===== src/rtl/sm_inst_buffer_if.sv =====
// Fetch/decode side bundle of the per-warp instruction buffer.
// Master drives requests, responses, pops and flushes.
interface sm_inst_buffer_if #(
  parameter int NUM_WARP            = 4,
  parameter int DEPTH_WARP          = 2,
  parameter int INST_WIDTH          = 32,
  parameter int CODE_MEM_ADDR_WIDTH = 32
);
  logic                           code_rd_req_valid_i;
  logic [DEPTH_WARP-1:0]          code_rd_req_wid_i;
  logic                           code_rd_rsp_valid_i;
  logic [DEPTH_WARP-1:0]          code_rd_rsp_wid_i;
  logic [CODE_MEM_ADDR_WIDTH-1:0] code_rd_rsp_addr_i;
  logic [INST_WIDTH-1:0]          code_rd_rsp_data_i;
  logic [NUM_WARP-1:0]            inst_buffer_avail_o;
  logic [NUM_WARP-1:0]            ibuf_rdy_o;
  logic                           dec_pop_i;
  logic [DEPTH_WARP-1:0]          dec_pop_wid_i;
  logic [INST_WIDTH-1:0]          head_inst_o;
  logic [CODE_MEM_ADDR_WIDTH-1:0] head_pc_o;
  logic                           flush_i;
  logic [DEPTH_WARP-1:0]          flush_wid_i;

  modport master (
    output code_rd_req_valid_i, code_rd_req_wid_i,
    output code_rd_rsp_valid_i, code_rd_rsp_wid_i,
    output code_rd_rsp_addr_i, code_rd_rsp_data_i,
    output dec_pop_i, dec_pop_wid_i,
    output flush_i, flush_wid_i,
    input  inst_buffer_avail_o, ibuf_rdy_o,
    input  head_inst_o, head_pc_o
  );

  modport slave (
    input  code_rd_req_valid_i, code_rd_req_wid_i,
    input  code_rd_rsp_valid_i, code_rd_rsp_wid_i,
    input  code_rd_rsp_addr_i, code_rd_rsp_data_i,
    input  dec_pop_i, dec_pop_wid_i,
    input  flush_i, flush_wid_i,
    output inst_buffer_avail_o, ibuf_rdy_o,
    output head_inst_o, head_pc_o
  );
endinterface


===== src/rtl/sm_inst_buffer.sv =====
// Per-warp instruction FIFOs with credit accounting and flush-drop.
// Optional same-cycle response forwarding: define IBUF_BYPASS_EN.
module sm_inst_buffer #(
  parameter int NUM_WARP            = 4,
  parameter int DEPTH_WARP          = 2,
  parameter int IBUF_DEPTH          = 4,
  parameter int INST_WIDTH          = 32,
  parameter int CODE_MEM_ADDR_WIDTH = 32
) (
  input logic            clk,
  input logic            rst_n,
  sm_inst_buffer_if.slave bus
);
  localparam int AW = $clog2(IBUF_DEPTH);
  localparam int PW = AW + 1;

  logic [PW-1:0] r_wr   [NUM_WARP];
  logic [PW-1:0] r_rd   [NUM_WARP];
  logic [PW-1:0] r_infl [NUM_WARP];
  logic [PW-1:0] r_drop [NUM_WARP];

  logic [INST_WIDTH-1:0] r_inst
    [NUM_WARP][IBUF_DEPTH];
  logic [CODE_MEM_ADDR_WIDTH-1:0] r_pc
    [NUM_WARP][IBUF_DEPTH];

  logic [PW-1:0] w_count    [NUM_WARP];
  logic [PW-1:0] w_infl_nxt [NUM_WARP];
  logic [NUM_WARP-1:0] w_req;
  logic [NUM_WARP-1:0] w_rsp;
  logic [NUM_WARP-1:0] w_pop;
  logic [NUM_WARP-1:0] w_flush;
  logic [NUM_WARP-1:0] w_byp;
  logic [NUM_WARP-1:0] w_wr;
  logic [NUM_WARP-1:0] w_rd_en;
  logic [NUM_WARP-1:0] w_avail;
  logic [NUM_WARP-1:0] w_rdy;

  always_comb begin
    for (int w = 0; w < NUM_WARP; w++) begin
      w_count[w] = r_wr[w] - r_rd[w];
      w_req[w] = bus.code_rd_req_valid_i &&
        (bus.code_rd_req_wid_i == DEPTH_WARP'(w));
      w_rsp[w] = bus.code_rd_rsp_valid_i &&
        (bus.code_rd_rsp_wid_i == DEPTH_WARP'(w));
      w_pop[w] = bus.dec_pop_i &&
        (bus.dec_pop_wid_i == DEPTH_WARP'(w));
      w_flush[w] = bus.flush_i &&
        (bus.flush_wid_i == DEPTH_WARP'(w));
      w_infl_nxt[w] = r_infl[w] + PW'(w_req[w])
        - PW'(w_rsp[w]);
`ifdef IBUF_BYPASS_EN
      w_byp[w] = w_rsp[w] && (r_drop[w] == '0) &&
        (w_count[w] == '0) && !w_flush[w];
`else
      w_byp[w] = 1'b0;
`endif
      // a forwarded entry that is popped at once never lands
      w_wr[w] = w_rsp[w] && (r_drop[w] == '0) &&
        !w_flush[w] && !(w_byp[w] && w_pop[w]);
      w_rd_en[w] = w_pop[w] && (w_count[w] != '0) &&
        !w_flush[w];
      w_avail[w] = ({1'b0, w_count[w]} +
        {1'b0, r_infl[w]}) < (PW + 1)'(IBUF_DEPTH);
      w_rdy[w] = (w_count[w] != '0) || w_byp[w];
    end
  end

  assign bus.inst_buffer_avail_o = w_avail;
  assign bus.ibuf_rdy_o          = w_rdy;

  always_comb begin
    bus.head_inst_o = '0;
    bus.head_pc_o   = '0;
    if (w_count[bus.dec_pop_wid_i] != '0) begin
      bus.head_inst_o = r_inst[bus.dec_pop_wid_i]
        [r_rd[bus.dec_pop_wid_i][AW-1:0]];
      bus.head_pc_o = r_pc[bus.dec_pop_wid_i]
        [r_rd[bus.dec_pop_wid_i][AW-1:0]];
    end
`ifdef IBUF_BYPASS_EN
    else if (w_byp[bus.dec_pop_wid_i]) begin
      bus.head_inst_o = bus.code_rd_rsp_data_i;
      bus.head_pc_o   = bus.code_rd_rsp_addr_i;
    end
`else
    else begin
      bus.head_inst_o = '0;
      bus.head_pc_o   = '0;
    end
`endif
  end

  always_ff @(posedge clk or negedge rst_n) begin
    if (!rst_n) begin
      for (int w = 0; w < NUM_WARP; w++) begin
        r_wr[w]   <= '0;
        r_rd[w]   <= '0;
        r_infl[w] <= '0;
        r_drop[w] <= '0;
      end
    end else begin
      for (int w = 0; w < NUM_WARP; w++) begin
        r_infl[w] <= w_infl_nxt[w];
        if (w_flush[w]) begin
          r_wr[w]   <= '0;
          r_rd[w]   <= '0;
          r_drop[w] <= w_infl_nxt[w];
        end else begin
          if (w_wr[w])
            r_wr[w] <= r_wr[w] + PW'(1);
          if (w_rd_en[w])
            r_rd[w] <= r_rd[w] + PW'(1);
          if (w_rsp[w] && (r_drop[w] != '0))
            r_drop[w] <= r_drop[w] - PW'(1);
        end
      end
    end
  end

  always_ff @(posedge clk) begin
    for (int w = 0; w < NUM_WARP; w++) begin
      if (w_wr[w]) begin
        r_inst[w][r_wr[w][AW-1:0]] <=
          bus.code_rd_rsp_data_i;
        r_pc[w][r_wr[w][AW-1:0]] <=
          bus.code_rd_rsp_addr_i;
      end
    end
  end
endmodule


===== src/flat_wrapper.sv =====
// flat-port wrapper written by rule: the top's interface ports become plain ports
module sm_inst_buffer_flat 
#(
  parameter int NUM_WARP            = 4,
  parameter int DEPTH_WARP          = 2,
  parameter int IBUF_DEPTH          = 4,
  parameter int INST_WIDTH          = 32,
  parameter int CODE_MEM_ADDR_WIDTH = 32
)
  (clk, rst_n, bus_code_rd_req_valid_i, bus_code_rd_req_wid_i, bus_code_rd_rsp_valid_i, bus_code_rd_rsp_wid_i, bus_code_rd_rsp_addr_i, bus_code_rd_rsp_data_i, bus_dec_pop_i, bus_dec_pop_wid_i, bus_flush_i, bus_flush_wid_i, bus_inst_buffer_avail_o, bus_ibuf_rdy_o, bus_head_inst_o, bus_head_pc_o);
  sm_inst_buffer_if #(.NUM_WARP(NUM_WARP), .DEPTH_WARP(DEPTH_WARP), .INST_WIDTH(INST_WIDTH), .CODE_MEM_ADDR_WIDTH(CODE_MEM_ADDR_WIDTH)) bus_i ();
  input logic clk;
  input logic rst_n;
  input wire logic [$bits(bus_i.code_rd_req_valid_i)-1:0] bus_code_rd_req_valid_i;
  input wire logic [$bits(bus_i.code_rd_req_wid_i)-1:0] bus_code_rd_req_wid_i;
  input wire logic [$bits(bus_i.code_rd_rsp_valid_i)-1:0] bus_code_rd_rsp_valid_i;
  input wire logic [$bits(bus_i.code_rd_rsp_wid_i)-1:0] bus_code_rd_rsp_wid_i;
  input wire logic [$bits(bus_i.code_rd_rsp_addr_i)-1:0] bus_code_rd_rsp_addr_i;
  input wire logic [$bits(bus_i.code_rd_rsp_data_i)-1:0] bus_code_rd_rsp_data_i;
  input wire logic [$bits(bus_i.dec_pop_i)-1:0] bus_dec_pop_i;
  input wire logic [$bits(bus_i.dec_pop_wid_i)-1:0] bus_dec_pop_wid_i;
  input wire logic [$bits(bus_i.flush_i)-1:0] bus_flush_i;
  input wire logic [$bits(bus_i.flush_wid_i)-1:0] bus_flush_wid_i;
  output wire logic [$bits(bus_i.inst_buffer_avail_o)-1:0] bus_inst_buffer_avail_o;
  output wire logic [$bits(bus_i.ibuf_rdy_o)-1:0] bus_ibuf_rdy_o;
  output wire logic [$bits(bus_i.head_inst_o)-1:0] bus_head_inst_o;
  output wire logic [$bits(bus_i.head_pc_o)-1:0] bus_head_pc_o;
  assign bus_i.code_rd_req_valid_i = bus_code_rd_req_valid_i;
  assign bus_i.code_rd_req_wid_i = bus_code_rd_req_wid_i;
  assign bus_i.code_rd_rsp_valid_i = bus_code_rd_rsp_valid_i;
  assign bus_i.code_rd_rsp_wid_i = bus_code_rd_rsp_wid_i;
  assign bus_i.code_rd_rsp_addr_i = bus_code_rd_rsp_addr_i;
  assign bus_i.code_rd_rsp_data_i = bus_code_rd_rsp_data_i;
  assign bus_i.dec_pop_i = bus_dec_pop_i;
  assign bus_i.dec_pop_wid_i = bus_dec_pop_wid_i;
  assign bus_i.flush_i = bus_flush_i;
  assign bus_i.flush_wid_i = bus_flush_wid_i;
  assign bus_inst_buffer_avail_o = bus_i.inst_buffer_avail_o;
  assign bus_ibuf_rdy_o = bus_i.ibuf_rdy_o;
  assign bus_head_inst_o = bus_i.head_inst_o;
  assign bus_head_pc_o = bus_i.head_pc_o;
  sm_inst_buffer #(.NUM_WARP(NUM_WARP), .DEPTH_WARP(DEPTH_WARP), .IBUF_DEPTH(IBUF_DEPTH), .INST_WIDTH(INST_WIDTH), .CODE_MEM_ADDR_WIDTH(CODE_MEM_ADDR_WIDTH)) u_core (.clk(clk), .rst_n(rst_n), .bus(bus_i));
endmodule

===== config.mk =====
export PLATFORM = sky130hd
export DESIGN_NAME = sm_inst_buffer_flat
export DESIGN_NICKNAME = d
export VERILOG_FILES = /design/src/rtl/sm_inst_buffer_if.sv /design/src/rtl/sm_inst_buffer.sv /design/src/flat_wrapper.sv
export SDC_FILE = /design/constraint.sdc
export NUM_CORES = 1
export LEC_CHECK = 0
export CORE_MARGIN = 5
export CORE_UTILIZATION = 33
export CTS_BUF_LIST = sky130_fd_sc_hd__clkbuf_4 sky130_fd_sc_hd__clkbuf_8
export DETAILED_ROUTE_END_ITERATION = 10
export GPL_TIMING_DRIVEN = 0
export REMOVE_ABC_BUFFERS = 1
export SKIP_LAST_GASP = 1
export SYNTH_ARGS = -nofsm -noshare
export SYNTH_HDL_FRONTEND = slang
export SYNTH_SLANG_ARGS = --single-unit

===== constraint.sdc =====
create_clock -name clk -period 9.4 [get_ports clk]
set_clock_uncertainty 0.15 [all_clocks]
set_input_delay 1.88 -clock clk [delete_from_list [all_inputs] [get_ports clk]]
set_output_delay 1.88 -clock clk [all_outputs]
set_load 0.05 [all_outputs]

==> impl_metrics.yaml <==
die:
  die_height_um: 371
  core_um2: 129000
  rows: 132
  die-area_um2: 137000
  ioPinCount: 150
  start_util_pct: 33.2
  die_w_um: 371
critical_path:
  endpoint_kind: "output pin"
  worst_setup_path_start_kind: "primary input"
  r2r_setup_slack_ns: 6.35
  path_cells: "buf_8, mux4_4, buf_16, buf_16, and2b_1, a211oi_1, a211oi_2, clkdlybuf4s50_1"
  cp_slowest_cell: "mux4_4"
  slowest_delay_ns: 1.07
  path_max_fanout: 68
  endpoint: "bus_head_inst_o[24]"
  path_common_cell: "buf_16"
  worstReg2RegStart: "u_core.r_drop[6]$_DFFE_PN0P_"
  cp.depth: 8
  worstSetupPathType: "in -> out"
  crit_start: "bus_dec_pop_wid_i[0]"
  rr_endpoint: "u_core.r_pc[1][3]$_DFFE_PP_"
  path_buf_inv: 4
  reg2reg_depth: 7
  crit_family: "buffers and inverters"
  cp_data_arrival_time_ns: 5.93
  critPathRequiredTime_ns: 7.37
cells_and_area:
  ff_latch_area_um2: 32000
  post-route-util_pct: 38.9
  num-fill-cells: 11600
  area_growth_syn_to_layout_pct: 17.3
  fin_area_um2: 50400
  drive_gt1_share_pct: 27.2
  fin_nets: 2365
  instances_no_fill: 4123
  multi_input_area_um2: 10300
sta:
  rsz0062_at_grt: "false"
  drv_slew: 0
  worst_pin_slew_ns: 0.924
  hold_ws_ns: 0.405
  setup_tns_ns: 0
  hold_violations: 0
  post-route-period-util_pct: 84.6
  period_minus_slack_ns: 7.96
  slew_headroom_pct: 38.3
  setup_viol: 0
  fmax_mhz: 126
worst_hold_path:
  holdCritPathClass: "reg -> reg"
clock_network:
  clock-sinks: 1072
  cts_tree: "done"
  path_clk_slew_ns: 0.06
  holdBufCountCts: 0
  cts_buffer_depth: 3
  cts_root_buffer: "clkbuf_8"
  h-tree-depth: 4
  postCtsSetupRepairBufs: 0
  cts_resized: 0
  cts_buffers: 171
  clkLatencyLatePin_ns: 0.82
logic_synthesis:
  ys_async_sr_fraction_pct: 4.48
  synth_area_per_cell_um2: 21.6
  ys_warn_count: 0
  synthCells: 1987
  synth_edf_count: 1024
  syn_area_um2: 42900
  yosys.cell_types.count: 45
  yosysSeqAreaShare_pct: 74.4
  ys.flop_type: "edfxtp_1"
  yosys_register_bits: 1072
global_routing:
  grt_max_degree: 93
  grt_pass1_wl_um: 145000
  grt_pass1_vias: 21900
  grt_overflow_total: 0
  grt_antenna_before_repair: 12
  grt_use_total_pct: 14.4
place:
  io_buffers: 149
  place_congestion: 0.724
  hpwlAfterDp_um: 52500
  placed_area_um2: 46800
  dpl.cell_count: 3800
job:
  maxCapViolations: 0
route:
  dr.first_iter.drc_count: 1531
  ant_nets: 0
  vias: 20300
  wl_um: 98900
  detail_route.wl_per_cell_um: 24.0
  drc: 0
  drt_pass1_iterations: 5
  via_per_inst: 4.92
pwr:
  vdd_drop_max_uv: 329
  p_leak_nw: 16.0
  powerDensity_nw_per_um2: 273
run_status:
  outcome: "finished clean"
cells in the final DEF (no fill, tap or decap), drive strengths merged, types with 4 or more instances in the layout:
master,n
and2,15
nand3,8
nor3b,5
mux4,259
clkdlybuf4s50,146
xnor2,16
xor2,9
nand2,26
nor2b,15
a21oi,10
and3b,4
edfxtp,1024
bufinv,12
o21ai,12
and2b,58
a211oi,129
nor2,34
buf,32
mux2,4
and3,8
dfrtp,48
inv,54
clkbuf,225
mux2i,73
fa,8
clkinvlp,5
clkinv,67
nor4,4
diode,8
ha,48
cell families after synthesis:
group,Yosys count,share of synthesized area [%]
muxes,336,15.4
xor gates and xnor gates,29,0.728
DFF,1072,74.4
adders and majority gates,56,1.77
AOI/OAI and AO/OA,156,3.31
buffers and inverters,155,1.88
and+or+nand+nor,183,2.52
report_power, final:
group / internal (mW) / switching [mW] / leakage (nW) / total, mW
Clock: 2.27 / 1.80 / 1.85 / 4.07
Sequential: 5.39 / 0.0778 / 9.82 / 5.46
Combinational: 1.40 / 2.84 / 4.32 / 4.24
worst min-delay path: stages (launching register included):
cell and delay (ns):
dfrtp_1 0.36, xor2_1 0.08, nor2_1 0.07
per-layer routing:
| metal | up-vias | GRT usage, % | routed length (um) |
|---|---|---|---|
| met1 | 10800 | 19.1 | 42000 |
| met2 | 563 | 24.4 | 49600 |
| li1 | 8746 | - | - |
| met5 | - | 0 | 45 |
| met3 | 150 | 3.21 | 5550 |
| met4 | 8 | 3.62 | 1740 |
synthesized netlist by cell type, drive strengths merged (5+ instances only):
cell type	count	share of area (%)
a21oi	10	0.12
nor2	34	0.30
nor2b	15	0.22
edfxtp	1024	72
clkbuf	36	0.36
nand2	26	0.23
xor2	9	0.18
xnor2	16	0.33
buf	66	0.97
ha	48	1.4
and2	15	0.22
o21ai	12	0.14
inv	48	0.42
dfrtp	48	2.8
nor3b	5	0.087
a211oi	129	3.0
nand3	8	0.093
mux2i	73	1.7
fa	8	0.37
and3	8	0.13
and2b	58	1.0
mux4	259	14
worst min path at each step:
stage,from,to,slack [ns],cells past startpoint
2_1_floorplan,u_core.r_rd[11]$_DFFE_PN0P_,u_core.r_rd[11]$_DFFE_PN0P_,0.37,2
6_report,u_core.r_wr[8]$_DFFE_PN0P_,u_core.r_wr[8]$_DFFE_PN0P_,0.40,2
4_1_cts,u_core.r_wr[8]$_DFFE_PN0P_,u_core.r_wr[8]$_DFFE_PN0P_,0.41,2
3_5_place_dp,u_core.r_wr[8]$_DFFE_PN0P_,u_core.r_wr[8]$_DFFE_PN0P_,0.39,2
3_3_place_gp,u_core.r_rd[11]$_DFFE_PN0P_,u_core.r_rd[11]$_DFFE_PN0P_,0.39,2
5_1_grt,u_core.r_rd[11]$_DFFE_PN0P_,u_core.r_rd[11]$_DFFE_PN0P_,0.45,2
flip-flops by register name, summed over array words and instances (netlist names):
signal         flops
u_core.r_inst    512
u_core.r_pc      512
u_core.r_drop     12
u_core.r_infl     12
u_core.r_rd       12
u_core.r_wr       12
cell type report:
class | count | area share, %
clock buffers | 225 | 5.51
repair buffers | 178 | 4.51
flip-flops and latches | 1072 | 63.4
clock inverters | 90 | 1.50
inverters | 48 | 0.358
well taps | 1742 | 4.33
multi-input cells | 760 | 20.3
diodes | 8 | 0.0397
stage by stage:
stage                     power (mW)  setup slack (ns)
after global placement          10.1            -17.30
after floorplan                 8.19              1.67
after global routing            14.4              1.27
final                           13.8              1.44
after detailed placement        9.89              1.41
after CTS                       14.0              1.41
Note: power is estimated with default switching activity, not from simulation.
